`src/rtl/image_ram_arbiter.sv`:
```
// image_ram_arbiter: shares one single-port image RAM between the JPEG
// decoder (writer), the histogram/CDF generator (reader) and the filter
// controller (reader). The decoder has fixed priority. The two readers
// alternate round-robin and may be rotated out after a bounded hold time.
// Every change of owner costs one dead HANDOVER cycle.
// Optional build macro: ARB_PROTOCOL_CHECK_EN enables the sticky
// protocol_error monitor. Without it, protocol_error is tied low.
module image_ram_arbiter #(
  parameter int PIXEL_WIDTH             = 8,
  parameter int IMAGE_RAM_ADDRESS_WIDTH = 17,
  parameter int MAX_HOLD_CYCLES         = 256,
  parameter int HOLD_COUNT_WIDTH        = $clog2(MAX_HOLD_CYCLES)
) (
  input  logic                               clk,
  input  logic                               rst,
  input  logic                               dec_req,
  input  logic                               hist_req,
  input  logic                               filt_req,
  input  logic                               dec_CE,
  input  logic                               dec_WE,
  input  logic                               hist_CE,
  input  logic                               filt_CE,
  input  logic [IMAGE_RAM_ADDRESS_WIDTH-1:0] dec_address,
  input  logic [IMAGE_RAM_ADDRESS_WIDTH-1:0] hist_address,
  input  logic [IMAGE_RAM_ADDRESS_WIDTH-1:0] filt_address,
  input  logic [PIXEL_WIDTH-1:0]             dec_data,
  output logic                               dec_grant,
  output logic                               hist_grant,
  output logic                               filt_grant,
  output logic                               hist_rd_valid,
  output logic                               filt_rd_valid,
  output logic [PIXEL_WIDTH-1:0]             read_data,
  output logic                               image_RAM_CE,
  output logic                               image_RAM_WE,
  output logic [IMAGE_RAM_ADDRESS_WIDTH-1:0] image_RAM_address,
  output logic [PIXEL_WIDTH-1:0]             image_RAM_data_output,
  input  logic [PIXEL_WIDTH-1:0]             image_RAM_data_input,
  output logic                               protocol_error
);

  localparam logic [2:0] IDLE     = 3'd0;
  localparam logic [2:0] GNT_DEC  = 3'd1;
  localparam logic [2:0] GNT_HIST = 3'd2;
  localparam logic [2:0] GNT_FILT = 3'd3;
  localparam logic [2:0] HANDOVER = 3'd4;

  localparam logic PTR_HIST = 1'b0;
  localparam logic PTR_FILT = 1'b1;

  localparam logic [HOLD_COUNT_WIDTH-1:0] HOLD_LAST = HOLD_COUNT_WIDTH'(MAX_HOLD_CYCLES - 1);
  localparam logic [HOLD_COUNT_WIDTH-1:0] HOLD_ONE  = HOLD_COUNT_WIDTH'(1);

  logic [2:0]                  state_q, state_d;
  logic [2:0]                  select_state;
  logic [HOLD_COUNT_WIDTH-1:0] hold_q, hold_d;
  logic                        ptr_q, ptr_d;
  logic                        dec_grant_q, dec_grant_d;
  logic                        hist_grant_q, hist_grant_d;
  logic                        filt_grant_q, filt_grant_d;
  logic                        hist_rd_valid_q, hist_rd_valid_d;
  logic                        filt_rd_valid_q, filt_rd_valid_d;
  logic                        we_effective;

  // Choose the next owner: decoder first, then the round-robin pointer
  // breaks a tie between the readers, otherwise any single requester.
  always_comb begin
    select_state = IDLE;
    if (dec_req) begin
      select_state = GNT_DEC;
    end else if (hist_req && filt_req) begin
      select_state = (ptr_q == PTR_HIST) ? GNT_HIST : GNT_FILT;
    end else if (hist_req) begin
      select_state = GNT_HIST;
    end else if (filt_req) begin
      select_state = GNT_FILT;
    end
  end

  // Ownership FSM with hold counter. A release or a forced rotation always
  // passes through HANDOVER. A reader that leaves hands priority to the other reader.
  always_comb begin
    state_d = state_q;
    hold_d  = hold_q;
    ptr_d   = ptr_q;
    case (state_q)
      IDLE, HANDOVER: begin
        state_d = select_state;
        hold_d  = '0;
      end
      GNT_DEC: begin
        if (!dec_req) begin
          state_d = HANDOVER;
        end
      end
      GNT_HIST: begin
        if (!hist_req || (hold_q == HOLD_LAST && filt_req)) begin
          state_d = HANDOVER;
          ptr_d   = PTR_FILT;
        end else if (hold_q != HOLD_LAST) begin
          hold_d = hold_q + HOLD_ONE;
        end
      end
      GNT_FILT: begin
        if (!filt_req || (hold_q == HOLD_LAST && hist_req)) begin
          state_d = HANDOVER;
          ptr_d   = PTR_HIST;
        end else if (hold_q != HOLD_LAST) begin
          hold_d = hold_q + HOLD_ONE;
        end
      end
      default: begin
        state_d = IDLE;
        hold_d  = '0;
      end
    endcase
  end

  // Grants are decoded from the next state so they are registered outputs.
  always_comb begin
    dec_grant_d  = (state_d == GNT_DEC);
    hist_grant_d = (state_d == GNT_HIST);
    filt_grant_d = (state_d == GNT_FILT);
  end

  // Route the owner's strobes onto the RAM. The readers can never write,
  // and the RAM is parked at zero when nobody owns it.
  always_comb begin
    image_RAM_CE          = 1'b0;
    image_RAM_WE          = 1'b0;
    image_RAM_address     = '0;
    image_RAM_data_output = '0;
    if (dec_grant_q) begin
      image_RAM_CE          = dec_CE;
      image_RAM_WE          = dec_WE;
      image_RAM_address     = dec_address;
      image_RAM_data_output = dec_data;
    end else if (hist_grant_q) begin
      image_RAM_CE      = hist_CE;
      image_RAM_address = hist_address;
    end else if (filt_grant_q) begin
      image_RAM_CE      = filt_CE;
      image_RAM_address = filt_address;
    end
  end

  // Read-valid strobes are delayed one cycle to line up with the RAM's
  // synchronous read data.
  always_comb begin
    we_effective    = dec_grant_q & dec_WE;
    hist_rd_valid_d = hist_grant_q & hist_CE & ~we_effective;
    filt_rd_valid_d = filt_grant_q & filt_CE & ~we_effective;
  end

  // All arbiter state, with synchronous reset.
  always_ff @(posedge clk) begin
    if (rst) begin
      state_q         <= IDLE;
      hold_q          <= '0;
      ptr_q           <= PTR_HIST;
      dec_grant_q     <= 1'b0;
      hist_grant_q    <= 1'b0;
      filt_grant_q    <= 1'b0;
      hist_rd_valid_q <= 1'b0;
      filt_rd_valid_q <= 1'b0;
    end else begin
      state_q         <= state_d;
      hold_q          <= hold_d;
      ptr_q           <= ptr_d;
      dec_grant_q     <= dec_grant_d;
      hist_grant_q    <= hist_grant_d;
      filt_grant_q    <= filt_grant_d;
      hist_rd_valid_q <= hist_rd_valid_d;
      filt_rd_valid_q <= filt_rd_valid_d;
    end
  end

  assign dec_grant     = dec_grant_q;
  assign hist_grant    = hist_grant_q;
  assign filt_grant    = filt_grant_q;
  assign hist_rd_valid = hist_rd_valid_q;
  assign filt_rd_valid = filt_rd_valid_q;
  assign read_data     = image_RAM_data_input;

`ifdef ARB_PROTOCOL_CHECK_EN
  logic protocol_error_q, protocol_error_d;

  // Sticky flag for any strobe raised without ownership, or for a write
  // enable raised without a chip enable.
  always_comb begin
    protocol_error_d = protocol_error_q
                     | (dec_CE  & ~dec_grant_q)
                     | (hist_CE & ~hist_grant_q)
                     | (filt_CE & ~filt_grant_q)
                     | (dec_WE  & ~dec_CE);
  end

  // Only reset clears the protocol flag.
  always_ff @(posedge clk) begin
    if (rst) begin
      protocol_error_q <= 1'b0;
    end else begin
      protocol_error_q <= protocol_error_d;
    end
  end

  assign protocol_error = protocol_error_q;
`else
  assign protocol_error = 1'b0;
`endif

endmodule

```
`config.mk`:
```
export PLATFORM = sky130hd
export DESIGN_NAME = image_ram_arbiter
export DESIGN_NICKNAME = d
export VERILOG_FILES = /design/src/rtl/image_ram_arbiter.sv
export SDC_FILE = /design/constraint.sdc
export NUM_CORES = 1
export LEC_CHECK = 0
export ABC_CLOCK_PERIOD_IN_PS = 1600
export CAP_MARGIN = 30
export CELL_PAD_IN_SITES_DETAIL_PLACEMENT = 0
export CELL_PAD_IN_SITES_GLOBAL_PLACEMENT = 1
export CORE_ASPECT_RATIO = 0.6
export CORE_MARGIN = 10
export CORE_UTILIZATION = 37
export CTS_BUF_LIST = sky130_fd_sc_hd__clkbuf_16
export CTS_CLUSTER_SIZE = 8
export DETAILED_ROUTE_END_ITERATION = 12
export DONT_BUFFER_PORTS = 1
export PLACE_DENSITY_LB_ADDON = 0.1
export SYNTH_ARGS = -nofsm -noshare
export SYNTH_HDL_FRONTEND = slang
export SYNTH_SLANG_ARGS = --single-unit
```
`constraint.sdc`:
```
create_clock -name clk -period 1.6 [get_ports clk]
set_input_delay 0.08 -clock clk [delete_from_list [all_inputs] [get_ports clk]]
set_output_delay 0.08 -clock clk [all_outputs]
set_load 0.01 [all_outputs]
```
# After elaboration in Yosys (flattened, before gate mapping)
# Index checks and enable logic that the tools add are counted.
# totals
reg_bits	17
output_inout_bits	41
# op_classes
add_sub_neg	1
eq_ne	13
mux	24
bitwise	7
n_reduce_logical	12
# ops
op	count
$mux W17	3
$mux W8	4
$pmux W8 S3	1
$eq A3 B2 Y1 const B	4
$pmux W3 S4	1
$mux W3	3
$add A8 B1 Y8 const B	1
$eq A8 B8 Y1 const B	1
$mux W2	4
$ne A2 B2 Y1 const B	4
$ne A8 B8 Y1 const B	1
$mux W1	7
$eq A3 B1 Y1 const B	2
$reduce_and A3 Y1	2
$and A1 B1 Y1	5
$eq A3 B3 Y1 const B	1
$logic_and A1 B1 Y1	3
$logic_not A3 Y1	1
$logic_not A1 Y1	2
$logic_or A1 B1 Y1	2
$not A1 Y1	2
$pmux W1 S2	1
$reduce_bool A2 Y1	1
$reduce_or A2 Y1	1

# Depth between registers and ports, before layout
# Gate-level depths: netlist of run 1.
# depth
depth_word	6
depth_mapped	5
mapped_depth_nobuf	5

# Worst setup path after synthesis of run 1
# No wires, ideal clock.
# synth_timing
kind	flip-flop to flip-flop
from	register hold_q[0]
to	register hold_q[7]
setup_time_ps	123
arrival_time_ps	1365
required_time_ps	1477
slack_ps	112
path_stages_with_launch	6
path_buffers	0
path_cell_list	dfxtp_1 > ha_1 > nand4_4 > o21ai_2 > a211oi_2 > mux2i_1
# synth_via
elab_chain_len	5
# synth_lines
item	line_no	text
start, declared	55	logic [HOLD_COUNT_WIDTH-1:0] hold_q, hold_d;
start signal, assigned	167	hold_q <= hold_d;
branches (longest 5 deep; another with $add A8 B1 Y8)	--	
# Several ways; the timed one is not identified. The select of a mux whose other input is x is not followed.
# A chain may end at the register's enable or synchronous reset.

# Final worst setup path of run 1
# layout_timing
from	register state_q[1]
to	register hold_q[5]
# layout_via
elab_chain_len	3
# layout_lines
item	line_no	text
start, declared	53	logic [2:0] state_q, state_d;
start signal, assigned	166	state_q <= state_d;
$eq A3 B2 Y1 or $eq A3 B1 Y1 (tied branches)	85	case (state_q)
$ne A2 B2 Y1 (no source line) or $not A1 Y1 (tied branches)	--	
$reduce_and A3 Y1 (no source line)	--	
# Several ways; a longest one is shown, not always the timed one.

==> out/summary.txt, run 1 <==
Worst min path class: in -> reg
Final Hold Fails: 0
Mapped Area: 1440 sq um
Power Total: 1.33 mW
CTS clock-pin slew for the worst setup and hold paths: 0.05 ns
Post-DRT Antenna Nets: 0
Yosys cell types: 48
Syn_nets: 272
Hpwl dp: 3990 um
GR Overflow Total: 0
Worst setup EP type: flop
Pre-antenna DRT Iters: 4
Worst skew pair latency: 0.25 ns
WHS: 0.0214 ns
Clock buffer depth: 2
Max Clock Freq: 0.659 GHz
Min cycle time layout: 1.52 ns
Via density: 5.92
Relative slew slack: 59.7%
CTS tree: built
Die Span X: 101 um
Die Ht: 68.3 um
Final setup vio count: 0
Slew Limit Fails: 0
Worst VDD drop: 0.532 mV
Flop pwr share: 34.5%
Avg WL per Cell: 19.1 um
Critical Path Fanout Max: 10
Area Overhead vs Synth: 23.5%
Fin Clk Skew: 0.00322 ns
Die area: 6870 sq um
Worst-margin pin slew: 0.598 ns
Worst reg2reg setup slack: 0.08 ns
Critical Path AT: 1.69 ns
Post-synthesis sequential area ratio: 23.6%
Post-route DRC violation count: 0
Initial DRC Count: 110
Comb power frac: 27.9%
Largest net degree at the start of global routing: 46
Switching share of total power: 29.6%
Final Wtd Congestion: 0.900
Power Density: 748 nW/um^2
Req. time, crit path: 1.78 ns
Synth Instances: 195
All-Layer GR Usage: 12.6%
Leakage: 0.662 nW
Vias in the first global route: 1432
Internal power: 0.937 mW
Switching pwr: 0.394 mW
Vias post-DR: 1540
Starting Density: 38.9%
Diode count: 0
Kind of critical path: reg -> reg
Most frequent cells in the layout: nand2_1 (32), buf_4 (27), o21ai_0 (25)
Layout net count: 291
Layout cells sized above 1: 22.5%
CTS Root Buffer Type: clkbuf_16
Global-route wire length before repair: 7010 um
#FFs+latches synth: 17
Initial antenna violation count: 0
Area of the core: 3700 sq um
TritonCTS Sinks: 17
Status: finished clean
H-tree levels: 1
Number of buffers added on ports: 0
Synth warnings: 0
Cts bufs inserted: 3
Max-cap viol count: 0
DRT Wirelength: 4960 um
Number of top-level pins: 117
Avg Synthesized Cell Area: 7.39 sq um
Row Count: 17
Commonest non-fill, non-tap cell in the layout: nand2_1
Tcrit/Tclk final: 94.8%
Clock Power Share: 37.6%
Startpoint type of the worst setup path: flop
## power by group through the flow
stage | sequential [mW] | combinational, mW | clock (mW)
floorplan | 0.465 | 0.254 | 0
global placement | 0.466 | 0.345 | 0
detailed placement | 0.465 | 0.347 | 0
CTS | 0.456 | 0.359 | 0.512
global route | 0.461 | 0.414 | 0.522
finish | 0.459 | 0.372 | 0.500
## worst max-delay path: stages, from the launching register on
cell and delay [ns]:
dfxtp_1 0.48, and3_2 0.29, o21ai_2 0.06, buf_4 0.17, a2111o_1 0.37, o21ai_0 0.08
## what timing repair did
item | 4_1_cts | 5_1_grt
setup endpoints to repair | 0 | 11
hold buffers | 4 | 0
endpoints found under the hold margin | 9 | 0
buffers inserted | 0 | 3
gates resized for setup | 0 | 7
## through the flow
step | instance area, sq um | cells | setup TNS [ns] | utilization [%] | setup slack [ns]
final | 1780 | 260 | 0 | 48.1 | 0.0829
after floorplan | 1440 | 195 | 0 | - | 0.112
after detailed placement | 1570 | 248 | 0 | 42.4 | 0.0622
after CTS | 1690 | 256 | 0 | 45.6 | 0.0420
after global placement | 1570 | 248 | 0 | 42.4 | 0.129
after global routing | 1780 | 260 | -0.00257 | 48.1 | -0.00257
## registers in the layout, indices dropped and copies added (netlist names)
name           cells
dec_grant          1
filt_grant         1
filt_rd_valid      1
hist_grant         1
hist_rd_valid      1
hold_q             8
ptr_q              1
state_q            3
## cell type report
class / instances / area, sq um
flip-flops and latches: 17 / 340
clock buffers: 3 / 75.1
clock inverters: 1 / 3.75
repair buffers: 34 / 294
fillers: 374 / 1920
inverters: 5 / 18.8
multi-input cells: 153 / 990
well taps: 47 / 58.8
## per-layer routing
layer	GRT usage, %	up-vias	wire (um)
met1	15.8	694	2040
met2	17.6	86	2150
met5	0	-	0
li1	-	752	-
met4	4.56	0	67
met3	7.14	8	700
## cell usage after synthesis (all sizes together)
cell / count / area share [%]
a31oi: 1 / 0.43
mux2i: 1 / 0.69
o2111ai: 2 / 1.2
conb: 1 / 0.26
clkbuf: 9 / 2.4
o211ai: 1 / 1.5
o311ai: 1 / 0.61
nor4b: 1 / 0.61
nand2: 32 / 8.3
a2111o: 5 / 3.9
and2: 10 / 4.3
a211oi: 2 / 1.4
nor2b: 2 / 0.87
dfxtp: 17 / 24
nand2b: 3 / 1.3
nor4: 1 / 0.43
nor3b: 2 / 1.4
a311oi: 1 / 0.61
o21ai: 27 / 9.6
o211a: 1 / 0.69
bufbuf: 1 / 2.3
and4: 1 / 0.69
a22oi: 16 / 8.3
nand4: 2 / 1.9
mux2: 1 / 0.78
or2: 1 / 0.43
o22ai: 1 / 0.43
a32oi: 1 / 0.61
a221oi: 1 / 0.61
o31ai: 2 / 1.0
and2b: 1 / 0.52
inv: 5 / 1.3
nand3: 9 / 3.1
a21o: 1 / 0.52
a21oi: 10 / 3.5
nor3: 2 / 0.69
and3: 3 / 1.5
ha: 1 / 0.87
nor2: 5 / 1.3
buf: 11 / 5.4
## kinds of logic after synthesis
logic type,synth area share (%)
AO/OA/AOI/OAI,35.0
multiplexers,1.48
buffers and inverters,11.4
adder cells (fa/ha/maj),0.868
flip-flops,23.6
other,0.260
AND/OR/NAND/NOR,27.4
## final timing paths
| check | startpoint | endpoint | depth (start not counted) |
|---|---|---|---|
| worst min-delay path | rst | filt_grant$_SDFF_PP0_ | 3 |
| worst max register to register | state_q[1]$_SDFF_PP0_ | hold_q[5]$_SDFFE_PP0P_ | 5 |
| worst max-delay path | state_q[1]$_SDFF_PP0_ | hold_q[5]$_SDFFE_PP0P_ | 5 |
| worst min register to register | hold_q[7]$_SDFFE_PP0P_ | hold_q[7]$_SDFFE_PP0P_ | 2 |
No activity file was read; power rests on OpenSTA's default activity.
==> run 2: changes to the inputs <==
Settings changed: RECOVER_POWER from default to 50.
==> run 2 against run 1 <==
  * Final cell count unchanged
  * Hold slack improved by 0.0021 ns
  * Power decreased by 0.46%
  * Worst setup slack improved by 0.0017 ns
  * Global-route usage unchanged
==> out/summary.txt, run 2 (synthesis gave the netlist of run 1 again) <==
Max-cap viol count: 0 (unchanged)
Die Span X: 101 um (unchanged)
Largest register FFs: 8 (unchanged)
Finished Core Util: 47.8% (-0.30 points)
GR Overflow Total: 0 (unchanged)
Slowest cell on crit path: dfxtp_1
Max Clock Freq: 0.660 GHz (+0.11%)
Final Wtd Congestion: 0.900 (unchanged)
DRT Wirelength: 4970 um (+0.10%)
CTS Root Buffer Type: clkbuf_16
Post-route DRC violation count: 0 (unchanged)
Relative slew slack: 59.2% (-0.49 points)
Req. time, crit path: 1.78 ns (about the same)
Worst setup EP type: flop
M1 WL: 2030 um (-0.59%)
Placed Area: 1570 sq um (unchanged)
Metal3 WL: 715 um (+2.1%)
Die area: 6870 sq um (unchanged)
Critical Path Fanout Max: 10 (unchanged)
Starting Density: 38.9% (unchanged)
Worst-margin pin slew: 0.605 ns (+0.00728 ns)
Avg WL per Cell: 19.1 um (+0.10%)
Area Overhead vs Synth: 22.7%
Area of the core: 3700 sq um (unchanged)
Startpoint type of the worst setup path: flop
Post-DRT Antenna Nets: 0 (unchanged)
Worst VDD drop: 0.531 mV (-0.19%)
Kind of critical path: reg -> reg
Diode count: 0 (unchanged)
Layout cells sized above 1: 21.1% (-1.4 points)
Final setup vio count: 0 (unchanged)
Tcrit/Tclk final: 94.7% (-0.11 points)
Most frequent cells in the layout: nand2_1 (32), o21ai_0 (25), buf_4 (24)
Slew Limit Fails: 0 (unchanged)
Buffer and inverter count on the worst path: 1 (unchanged)
Critical Path AT: 1.69 ns (about the same)
Number of top-level pins: 117 (unchanged)
Vias post-DR: 1549 (+0.58%)
Number of buffers added on ports: 0 (unchanged)
Power Density: 749 nW/um^2 (+0.18%)
Pre-antenna DRT Iters: 4 (unchanged)
Worst min path class: in -> reg
Vias in the first global route: 1432 (unchanged)
Clock buffer depth: 2 (unchanged)
Crit path max-delay family: compound AO/OA/AOI/OAI gates
Hpwl dp: 3990 um (unchanged)
Row Count: 17 (unchanged)
Top sig layer: met4
Max stage delay on crit path: 0.48 ns (about the same)
Worst skew pair latency: 0.25 ns (about the same)
All-Layer GR Usage: 12.6% (unchanged)
Layout net count: 291 (unchanged)
Min cycle time layout: 1.52 ns (-0.00170 ns)
Commonest non-fill, non-tap cell in the layout: nand2_1
CTS clock-pin slew for the worst setup and hold paths: 0.05 ns (about the same)
Largest net degree at the start of global routing: 46 (unchanged)
Initial DRC Count: 108 (-1.8%)
Leakage: 0.642 nW (-3.1%)
TritonCTS Sinks: 17 (unchanged)
Biggest regs: hold_q x8, state_q x3
CTS tree: built
Top reg by flops: hold_q
Global-route wire length before repair: 7010 um (unchanged)
H-tree levels: 1 (unchanged)
Cts bufs inserted: 3 (unchanged)
Met2 wire length: 2150 um (-0.19%)
Cells along the critical path: and3_2, o21ai_2, buf_4, a2111o_1, o21ai_0
Initial antenna violation count: 0 (unchanged)
Status: finished clean
Final Hold Fails: 0 (unchanged)
Final instance area: 1770 sq um (-0.63%)
Die Ht: 68.3 um (unchanged)
Fin Clk Skew: 0.00312 ns (-0.0000988 ns)
Via density: 5.96 (+0.58%)
## run 2: changes by cell type in the layout (fill, tap and decap cells not counted)
cell,delta
clkbuf_1,+3
and2_0,+9
buf_4,-3
and2_1,-9
## run 2: tightest hold or removal path: cells and delay by family
kind / cells / cell delay [ns]
AND/OR/NAND/NOR: 1 / 0.05
AO/OA/AOI/OAI: 1 / 0.05
buffers and inverters: 1 / 0.04
## run 2: worst paths after layout
| check | startpoint | to | slack (ns) | cells after the start |
|---|---|---|---|---|
| worst max register to register | state_q[1]$_SDFF_PP0_ | hold_q[5]$_SDFFE_PP0P_ | 0.08 | 5 |
| worst min-delay path | rst | filt_grant$_SDFF_PP0_ | 0.02 | 3 |
| worst max-delay path | state_q[1]$_SDFF_PP0_ | hold_q[5]$_SDFFE_PP0P_ | 0.08 | 5 |
| worst min register to register | hold_q[7]$_SDFFE_PP0P_ | hold_q[7]$_SDFFE_PP0P_ | 0.51 | 2 |
## run 2: per-layer routing
metal  global-route usage, %  vias to the layer above
li1                        -                      752
met1                    15.8                      696
met2                    17.6                       91
met3                    7.14                       10
met4                    4.56                        0
met5                       0                        -
## run 2: timing repair
action / 4_1_cts / 5_1_grt
endpoints found under the setup margin: 0 / 11
endpoints found under the hold margin: 9 / 0
resized for setup: 0 / 7
hold buffers: 4 / 0
setup buffers: 0 / 3
## run 2: through the flow
step	TNS [ns]	std cells	worst slack, ns	total power, mW	hold WS [ns]
floorplan	0	195	0.112	0.719	0.224
global placement	0	248	0.129	0.811	0.154
detailed placement	0	248	0.0622	0.812	0.154
CTS	0	256	0.0420	1.33	0.0207
global route	-0.00257	260	-0.00257	1.39	0.0346
finish	0	260	0.0846	1.32	0.0235
## run 2: layout make-up
cell class,instances,area [sq um]
clock buffer,3,75.1
clock inverter,1,3.75
fill,374,1930
inverter,5,18.8
multi-input combinational,153,990
sequential,17,340
tap,47,58.8
timing repair buffer,34,283
## run 2: where the power goes
part           internal, mW  total, mW  switching [mW]
Sequential            0.441      0.459          0.0183
Clock                 0.332      0.499           0.167
Combinational         0.159      0.367           0.208
==> run 3: changes to the inputs <==
Settings changed: ABC_AREA from default to 1, CORE_UTILIZATION 37 to 35.
==> run 3 against run 2 <==
  * Synthesized area fell by 0.87%
  * First-iteration DRC count down 19%
  * Final cell count is 9.6% higher
  * Maximum frequency increased by 2.6%
  * Via count shrank 2.1%
  * Clock power about the same
  * Clock skew shrank 0.0015 ns
  * Non-clock buffer count shrank 9
  * Combinational power up 20%
  * Clock-buffer cell count did not move
  * Power increased by 6.3%
  * Die area is 3.6% higher
  * Largest cell class unchanged
==> out/summary.txt, run 3 <==
Synth area leader: dfxtp_1
Top post-synthesis cells by area: dfxtp_1 (24%), nand2_1 (15%), a22oi_1 (8.9%)
Critical Path AT: 1.40 ns (-0.29 ns)
Mapped Area: 1430 sq um (-0.87%)
DRT Wirelength: 4970 um (about the same)
Final Wtd Congestion: 0.928 (+3.1%)
Met2 Usage GRT: 20.3% (+2.8 points)
H-tree levels: 1 (unchanged)
Initial DRC Count: 87 (-19%)
Die area: 7120 sq um (+3.6%)
Commonest non-fill, non-tap cell in the layout: nand2_1
Post-DRT Antenna Nets: 0 (unchanged)
Layout net count: 316 (+8.6%)
Worst reg2reg setup slack: 0.15 ns (+0.07 ns)
Tcrit/Tclk final: 92.3% (-2.4 points)
#FFs+latches synth: 17 (unchanged)
Commonest cells post-synth: nand2_1 (59), inv_1 (23), o21ai_0 (21), a22oi_1 (17), dfxtp_1 (17)
Vias post-DR: 1517 (-2.1%)
Area Overhead vs Synth: 17.2%
Post-route DRC violation count: 0 (unchanged)
R2r worst-path depth: 9 (+4)
Switching pwr: 0.452 mW (+15%)
Avg WL per Cell: 17.4 um (-8.8%)
Switching share of total power: 32.1% (+2.4 points)
Ys flop type: dfxtp_1
Vias in the first global route: 1473 (+2.9%)
Most used routing layer: met2
Flop pwr share: 33.3% (-1.3 points)
Avg Synthesized Cell Area: 6.27 sq um (-15%)
GR Overflow Total: 0 (unchanged)
Yosys cell types: 29 (-40%)
Cell with the most instances after synthesis: nand2_1
CTS Root Buffer Type: clkbuf_16
Slew Limit Fails: 0 (unchanged)
Startpoint type of the worst setup path: flop
Area of the core: 3810 sq um (+2.9%)
Synth Instances: 228 (+17%)
Max stage delay on crit path: 0.38 ns (-0.10 ns)
Comb power frac: 31.4% (+3.7 points)
Top reg by flops: hold_q
Clock Power Share: 35.3% (-2.4 points)
Biggest regs: hold_q x8, state_q x3
Met3 Usage GRT: 6.35% (-0.79 points)
Worst setup EP type: primary output
Power Density: 841 nW/um^2 (+12%)
Leakage: 0.716 nW (+12%)
Row Count: 17 (unchanged)
Cts bufs inserted: 3 (unchanged)
Status: finished clean
Fillers: 383 (+2.4%)
Pre-antenna DRT Iters: 4 (unchanged)
Largest register FFs: 8 (unchanged)
Yosys top cell area share: 23.8% (+0.21 points)
Slowest cell on crit path: dfxtp_2
GRT met1 Usage: 15.3% (-0.51 points)
Final Hold Fails: 0 (unchanged)
Power Total: 1.41 mW (+6.3%)
Max-cap viol count: 0 (unchanged)
Diode count: 0 (unchanged)
Kind of critical path: reg -> out
Die Ht: 69.5 um (+1.7%)
TritonCTS Sinks: 17 (unchanged)
Post-synth EDFFs: 0 (unchanged)
Largest net degree at the start of global routing: 47 (+2.2%)
Initial antenna violation count: 0 (unchanged)
Die Span X: 102 um (+1.9%)
CTS clock-pin slew for the worst setup and hold paths: 0.05 ns (about the same)
Syn_nets: 305 (+12%)
Number of top-level pins: 117 (unchanged)
Via density: 5.32 (-11%)
Cells along the critical path: inv_1, nor2_2, buf_6, a22oi_1, o21ai_0, buf_4
Internal power: 0.956 mW (+2.6%)
Multi-input logic area: 881 sq um (-11%)
Min cycle time layout: 1.48 ns (-0.0388 ns)
Worst min path class: in -> reg
Post-synthesis sequential area ratio: 23.8% (+0.21 points)
Worst skew pair latency: 0.25 ns (about the same)
Placed Cells: 278 (+12%)
Req. time, crit path: 1.52 ns (-0.26 ns)
Global-route wire length before repair: 7590 um (+8.3%)
Hpwl dp: 4140 um (+3.7%)
Layout cells sized above 1: 22.7% (+1.6 points)
Synth warnings: 0 (unchanged)
Fin Clk Skew: 0.00165 ns (-0.00147 ns)
Critical Path Fanout Max: 17 (+7)
Worst VDD drop: 0.404 mV (-24%)
Number of buffers added on ports: 0 (unchanged)
Register area: 344 sq um (+1.1%)
Setup bufs post-CTS: 0 (unchanged)
Final setup vio count: 0 (unchanged)
Hold depth: 3 (unchanged)
CTS tree: built
Finished Layout Cells: 285 (+9.6%)
All-Layer GR Usage: 13.1% (+0.51 points)
Max Clock Freq: 0.677 GHz (+2.6%)
Ys async rst share: 0% (unchanged)
Clock buffer depth: 2 (unchanged)
Starting Density: 37.5% (-1.4 points)
Most frequent cells in the layout: nand2_1 (59), inv_1 (23), buf_4 (21)
run 3: cell types whose count changed after synthesis, moves of 4 or more:
cell      change
nand2_1      +27
inv_1        +18
and2_1       -10
nor2_1       +10
nand4_1       +7
nor2_2        +6
a2111o_1      -5
inv_2         +5
a21oi_2       +4
nand2_2       +4
o21ai_0       -4
run 3: per-stage QoR:
step	util, %	TNS [ns]	setup WS (ns)	hold slack, ns	instance area (sq um)
after detailed placement	40.2	0	0.0560	0.146	1530
after global placement	40.2	0	0.111	0.145	1530
after CTS	43.0	0	0.0207	0.0443	1640
final	44.0	0	0.123	0.0413	1670
after floorplan	-	0	0.236	0.229	1430
after global routing	44.0	-0.00268	-0.00268	0.0501	1670
run 3: timing repair:
item,4_1_cts,5_1_grt
hold endpoints to repair,9,0
resized for setup,0,10
hold buffers,3,0
setup endpoints to repair,0,32
run 3: layout make-up:
| type | count | share of cell area, % |
|---|---|---|
| multi-input cells | 163 | 52.6 |
| flip-flops and latches | 17 | 20.6 |
| repair buffers | 25 | 11.9 |
| inverters | 29 | 6.65 |
| clock buffers | 3 | 4.48 |
| well taps | 47 | 3.51 |
| clock inverters | 1 | 0.299 |
run 3: cell families (layout without fill, tap and decap cells):
kind of cell	Yosys count	count (layout)	synth area share, %
flip-flops	17	17	23.8
AO/OA/AOI/OAI	53	53	23.2
adder cells (fa/ha/maj)	1	1	0.876
other	1	1	0.262
AND/OR/NAND/NOR	108	108	35.4
buffers and inverters	48	58	16.5
run 3: path summary, 6_finish.rpt:
kind | start | to
worst max-delay path | filt_grant$_SDFF_PP0_ | image_RAM_address[9]
worst min-delay path | dec_req | state_q[2]$_SDFF_PP0_
worst max register to register | hold_q[0]$_SDFFE_PP0P_ | hold_q[6]$_SDFFE_PP0P_
worst min register to register | ptr_q$_SDFFE_PP0P_ | ptr_q$_SDFFE_PP0P_
run 3: worst max-delay path: cells and delay by family, from the launching register on:
family,cells,cell delay [ns]
flip-flops,1,0.38
AND/OR/NAND/NOR,1,0.08
AO/OA/AOI/OAI,2,0.28
buffers and inverters,3,0.40
run 3: power by group through the flow:
stage,Clock [mW],Sequential (mW),Combinational (mW)
global placement,0,0.473,0.423
detailed placement,0,0.474,0.427
global route,0.533,0.472,0.495
finish,0.498,0.469,0.442
CTS,0.511,0.465,0.438
floorplan,0,0.472,0.304
run 3: layer usage:
metal / share of wire (%) / vias to the layer above
li1: - / 762
met1: 38 / 665
met2: 45 / 73
met3: 15 / 17
met4: 1.9 / 0
met5: 0 / -
